## config.mk

```make
export PLATFORM = sky130hd
export DESIGN_NAME = icache_fill_ctrl
export DESIGN_NICKNAME = d
export VERILOG_FILES = /design/src/rtl/icache_fill_ctrl_pkg.sv /design/src/rtl/icache_fill_ctrl_fill_word_counter.sv /design/src/rtl/icache_fill_ctrl.sv
export SDC_FILE = /design/constraint.sdc
export NUM_CORES = 1
export LEC_CHECK = 0
export BUFFER_PORTS_ARGS = -buffer_cell sky130_fd_sc_hd__buf_4
export CAP_MARGIN = 0
export CORE_MARGIN = 3
export CORE_UTILIZATION = 37
export DETAILED_ROUTE_END_ITERATION = 6
export GPL_TIMING_DRIVEN = 0
export PLACE_DENSITY = 0.75
export SLEW_MARGIN = 30
export SYNTH_ARGS = -nofsm -noshare
export SYNTH_HDL_FRONTEND = slang
export SYNTH_SLANG_ARGS = --single-unit
```

## constraint.sdc

```tcl
create_clock -name clk -period 1.29 [get_ports clk]
set_input_delay 0.1935 -clock clk [delete_from_list [all_inputs] [get_ports clk]]
set_output_delay 0.1935 -clock clk [all_outputs]
set_load 0.05 [all_outputs]
```

## src/rtl/icache_fill_ctrl_pkg.sv

```systemverilog
// Shared definitions for the instruction-cache fill controller.
// Holds the FSM state encoding, address-geometry constants (also used by the
// cache tag decode) and a helper that forms the byte address of a word in a block.
package icache_fill_ctrl_pkg;

  localparam int ADDR_W          = 16;
  localparam int DATA_W          = 16;
  localparam int WORDS_PER_BLOCK = 8;
  localparam int CNT_W           = $clog2(WORDS_PER_BLOCK);

  // Address geometry: 16-byte blocks of 16-bit words.
  localparam int BLOCK_OFFSET_BITS = 4;
  localparam int WORD_OFFSET_LSB   = 1;
  localparam int TAG_MSB           = 15;
  localparam int TAG_LSB           = 10;
  localparam int INDEX_MSB         = 9;
  localparam int INDEX_LSB         = 4;

  // Clears the block-offset bits of an address to give the block base.
  localparam logic [ADDR_W-1:0] BLOCK_BASE_MASK =
    ~ADDR_W'((1 << BLOCK_OFFSET_BITS) - 1);

  typedef enum logic {
    IDLE = 1'b0,
    FILL = 1'b1
  } fill_state_t;

  // Byte address of word idx inside the block at base. base has its offset
  // bits clear, so the add never carries into the index/tag fields.
  function automatic logic [ADDR_W-1:0] word_addr(input logic [ADDR_W-1:0] base,
                                                  input logic [CNT_W-1:0]  idx);
    return base + (ADDR_W'(idx) << WORD_OFFSET_LSB);
  endfunction

endpackage

```

## src/rtl/icache_fill_ctrl_fill_word_counter.sv

```systemverilog
// fill_word_counter: word counter for one side (issue or receive) of a fill.
// Ports:
//   clk  - clock, rising edge
//   rst  - asynchronous active-low reset
//   clr  - synchronous clear (wins over en)
//   en   - count up by one this cycle
//   cnt  - current count
//   tc   - terminal count (cnt is all ones, i.e. last word of the block)
module fill_word_counter
  import icache_fill_ctrl_pkg::*;
#(
  parameter int W = CNT_W
) (
  input  logic         clk,
  input  logic         rst,
  input  logic         clr,
  input  logic         en,
  output logic [W-1:0] cnt,
  output logic         tc
);

  // NOTE: state is updated with non-blocking assignments so every register
  // samples pre-edge values regardless of evaluation order.
  always_ff @(posedge clk or negedge rst) begin
    if (!rst) begin
      cnt <= '0;
    end else if (clr) begin
      cnt <= '0;
    end else if (en) begin
      cnt <= cnt + 1'b1;
    end
  end

  assign tc = &cnt;

endmodule

```

## src/rtl/icache_fill_ctrl.sv

```systemverilog
// icache_fill_ctrl: miss-handling fill controller for the instruction cache.
// On a miss it issues 8 consecutive word reads for the containing block,
// writes each returned word into the data array and writes the tag array on
// the last word, holding fsm_busy until the block is resident.
// Ports:
//   clk, rst                         - clock, asynchronous active-low reset
//   miss_detected, miss_address      - miss request from fetch
//   memory_data_valid, memory_data   - returned word from instruction memory
//   fsm_busy                         - fill in progress (stall fetch)
//   memory_read, memory_address      - read request to memory
//   write_data_array, cache_write_addr, cache_write_data - data array write
//   write_tag_array                  - tag/metadata write, one pulse per fill
module icache_fill_ctrl
  import icache_fill_ctrl_pkg::*;
(
  input  logic              clk,
  input  logic              rst,
  input  logic              miss_detected,
  input  logic [ADDR_W-1:0] miss_address,
  input  logic              memory_data_valid,
  input  logic [DATA_W-1:0] memory_data,
  output logic              fsm_busy,
  output logic              memory_read,
  output logic [ADDR_W-1:0] memory_address,
  output logic              write_data_array,
  output logic              write_tag_array,
  output logic [ADDR_W-1:0] cache_write_addr,
  output logic [DATA_W-1:0] cache_write_data
);

  fill_state_t       state_q, state_d;
  logic [ADDR_W-1:0] base_q;
  logic              issue_done_q;
  logic [CNT_W-1:0]  issue_cnt, recv_cnt;
  logic              issue_tc, recv_tc;
  logic              start, issue_en, recv_en;

  // A miss is only accepted from IDLE; misses during FILL are ignored.
  assign start    = (state_q == IDLE) && miss_detected;
  // Issue and receive run independently: requests go out back to back
  // while returned beats are counted as they arrive.
  assign issue_en = (state_q == FILL) && !issue_done_q;
  assign recv_en  = (state_q == FILL) && memory_data_valid;

  fill_word_counter #(.W(CNT_W)) u_issue_cnt (
    .clk (clk),
    .rst (rst),
    .clr (start),
    .en  (issue_en),
    .cnt (issue_cnt),
    .tc  (issue_tc)
  );

  fill_word_counter #(.W(CNT_W)) u_recv_cnt (
    .clk (clk),
    .rst (rst),
    .clr (start),
    .en  (recv_en),
    .cnt (recv_cnt),
    .tc  (recv_tc)
  );

  always_ff @(posedge clk or negedge rst) begin
    if (!rst) begin
      state_q      <= IDLE;
      base_q       <= '0;
      issue_done_q <= 1'b0;
    end else begin
      state_q <= state_d;
      if (start) begin
        base_q       <= miss_address & BLOCK_BASE_MASK;
        issue_done_q <= 1'b0;
      end else if (issue_en && issue_tc) begin
        // Last request of the block has gone out; the issue counter wraps
        // to 0 but stays idle until the next fill.
        issue_done_q <= 1'b1;
      end
    end
  end

  // NOTE: every signal driven here gets a default first, so no path through
  // the case leaves one unassigned and no latch is inferred.
  always_comb begin
    state_d          = state_q;
    fsm_busy         = 1'b0;
    memory_read      = 1'b0;
    memory_address   = '0;
    write_data_array = 1'b0;
    write_tag_array  = 1'b0;
    cache_write_addr = '0;
    cache_write_data = '0;
    unique case (state_q)
      IDLE: begin
        if (miss_detected) state_d = FILL;
      end
      FILL: begin
        fsm_busy = 1'b1;
        if (!issue_done_q) begin
          memory_read    = 1'b1;
          memory_address = word_addr(base_q, issue_cnt);
        end
        if (memory_data_valid) begin
          write_data_array = 1'b1;
          cache_write_addr = word_addr(base_q, recv_cnt);
          cache_write_data = memory_data;
          // The 8th beat completes the block: validate it and release fetch.
          if (recv_tc) begin
            write_tag_array = 1'b1;
            state_d         = IDLE;
          end
        end
      end
      default: state_d = IDLE;
    endcase
  end

endmodule

```

==> flow_summary_export.csv <==
group,metric,value,unit
logic_synthesis,synth_seq_cells,20,
logic_synthesis,netlist_area,1310,sq um
logic_synthesis,synth.avg_cell_area,10.5,sq um
floorplanning,dieArea,4280,sq um
sta,setup_viol,63,
logic_synthesis,synth-xor-area-share,1.34,%
sta,hold_viol_final,0,
logic_synthesis,synthSimpleGateAreaFrac,28.3,%
drt,antenna_left,0,
finish,multi_input_area,960,sq um
setup_path,cp_cell_sequence,"and2b_4 > buf_6 > and2_4 > buf_8",
logic_synthesis,synthMuxAreaShare,19.4,%
floorplanning,coreArea,3200,sq um
floorplanning,row_count,20,
drt,routedWlPerCell,22.6,um
finish,final_cell_mix,"52 x buf_8, 38 x buf_4, 32 x and3_4",
setup_path,cp.required,1.10,ns
clock_network,htree_levels,1,
sta,drv_slew,0,
floorplanning,start_util,40.7,%
clock_network,clockBufferDepth,2,
sta,hold_ws,0.0965,ns
placed_design,place_congestion,0.734,
drt,vias,1440,
setup_path,path_class,"flop to output pin",
clock_network,cts_buffers,3,
logic_synthesis,synth_top_flop_cell,"dfrtp_1",
floorplanning,die_h,65.4,um
logic_synthesis,ys.warnings.count,0,
hold_path,whs_path_depth,2,
hold_path,holdCritPathClass,"input pin to flop",
logic_synthesis,yosys.area.top_type,"dfrtp_1",
sta,rsz0062_at_grt,"yes",
setup_path,arrival,1.45,ns
global_routing,overflow,0,
finish,utilization,90.6,%
global_routing,grt_antenna_before_repair,0,
power,leakage,1.41,nW
global_routing,grt_pass1_vias,1556,
logic_synthesis,yosys.cell_types.count,22,
floorplanning,pin_count,88,
flow_run,maxCapViolCount,0,
placed_design,port_buffers,80,
finish,fillCellCount,127,
power,power_density,2260,nW/um^2
setup_path,cp-start-kind,"flop",
clock_network,clock-sinks,20,
finish,n_antenna_cell,0,
finish,seq_area,503,sq um
finish,drive_gt1_share,79.7,%
drt,wl,6.14,mm
setup_path,crit_family,"simple AND/OR/NAND/NOR gates",
run_status,violations,"negative setup slack",
placed_design,hpwlAfterDp,2.99,mm
run_status,status,"complete, but fails checks",
logic_synthesis,synth.top_cell.area_share,38.4,%
clock_network,clock_latency,0.32,ns
placed_design,pre_cts_slack,-0.167,ns
sta,period_share,127,%
logic_synthesis,synth_compound_area_share,1.92,%
logic_synthesis,syn_inst,124,
logic_synthesis,yosysSeqAreaShare,38.4,%
sta,finalWorstSetupSlack,-0.355,ns
drt,first_pass_iters,4,
clock_network,cts_tree,"yes",
global_routing,track_usage,23.9,%
setup_path,cp_max_fo,6,
drt,drt_iter0_markers,67,
setup_path,end_kind,"output pin",
power,total_power,6.57,mW
logic_synthesis,synthArstFlopShare,100,%
clock_network,cts_root_buf,"clkbuf_4",
logic_synthesis,synth_edf_count,0,
setup_path,reg2reg_depth,6,
finish,area_growth,122,%
setup_path,crit_cells,4,
drt,drc_errors,0,
global_routing,grt_max_degree,21,
sta,max_clock_freq,0.608,GHz
global_routing,grt_pass1_wl,7.78,mm
setup_path,cp_slowest_cell,"dfrtp_2",
sta,finalCriticalPeriod,1.64,ns
logic_synthesis,synth_top_family_by_area,"simple AND/OR/NAND/NOR gates",
finish,layout.nets,268,
floorplanning,die_w,65.4,um
logic_synthesis,synthAdderAreaFrac,3.84,%
clock_network,clk_pin_slew_worst_paths,0.14,ns
setup_path,cp_num_buf_inv,2,
power,ir_drop,1480,uV
drt,vias_per_cell,5.31,
setup_path,max_stage_delay,0.43,ns
sta,finalClockSkew,0.0156,ns
finish,final_common_cell,"buf_8",
logic_synthesis,synth.area.top_cells,"dfrtp_1 38%, and3_1 15%, mux2_4 12%",
-- state kept, by name, summed over array words and instances, names as in the netlist --
signal / count
state_q: 1
u_recv_cnt.cnt: 3
u_issue_cnt.cnt: 3
issue_done_q: 1
base_q: 12
-- logic make-up (layout without fill, tap and decap cells) --
family,count (synthesis),after routing
compound gates,4,4
other cells,1,2
flops,20,20
fa+ha+maj,4,4
mux,20,20
buf+inv,15,117
xor+xnor,2,2
simple gates,58,58
-- cells in the mapped netlist (all sizes together) (4+ instances only) --
master and instances:
and3 32, dfrtp 20, buf 8, and2 16, ha 4, mux2 12
nand2b 4, mux2i 8, clkbuf 6
-- repair_timing --
action	CTS	global route
buffers inserted	13	5
pin swaps	5	1
hold buffers	1	0
endpoints found under the hold margin	20	0
cloned	4	1
resized for setup	113	63
endpoints found under the setup margin	59	65
-- path summary, 6_finish.rpt --
kind,start,end,slack (ns)
max,issue_done_q$_DFFE_PN0P_,memory_address[1],-0.35
min,miss_address[10],base_q[10]$_DFFE_PN0P_,0.1
max reg2reg,state_q$_DFF_PN0_,base_q[8]$_DFFE_PN0P_,-0.33
min reg2reg,base_q[9]$_DFFE_PN0P_,base_q[9]$_DFFE_PN0P_,0.59
max in group asynchronous,rst,state_q$_DFF_PN0_,0.76
min in group asynchronous,rst,base_q[4]$_DFFE_PN0P_,0.28
-- final cells by class --
| cell class | instances | share of cell area, % |
|---|---|---|
| repair buffers | 103 | 43.1 |
| multi-input cells | 90 | 33.1 |
| flip-flops and latches | 20 | 17.3 |
| plain buffers | 9 | 2.63 |
| well taps | 44 | 1.90 |
| clock inverters | 1 | 1.03 |
| clock buffers | 3 | 0.776 |
| inverters | 1 | 0.129 |
-- routing by layer --
layer  global-route usage (%)  part of all wire [%]
met1                     26.1                    38
met2                     44.2                    53
met3                     5.47                   6.6
met4                     9.33                   2.4
met5                        0                     0
-- power by group --
| part | switching (mW) | leakage (nW) | internal (mW) | total (mW) |
|---|---|---|---|---|
| logic | 2.35 | 1.15 | 2.41 | 4.76 |
| clock network | 0.225 | 0.0279 | 0.314 | 0.539 |
| registers | 0.348 | 0.238 | 0.926 | 1.27 |
| total | 2.92 | 1.41 | 3.65 | 6.57 |
-- stage by stage --
stage,setup TNS (ns),area (sq um),instances
final,-18.63,2900,271
after global routing,-20.92,2900,271
after CTS,-18.95,2700,269
after detailed placement,-4.97,2090,249
after global placement,-4.06,2090,249
after floorplan,-7.72,1430,125
Note: power is estimated with default switching activity, not from simulation.
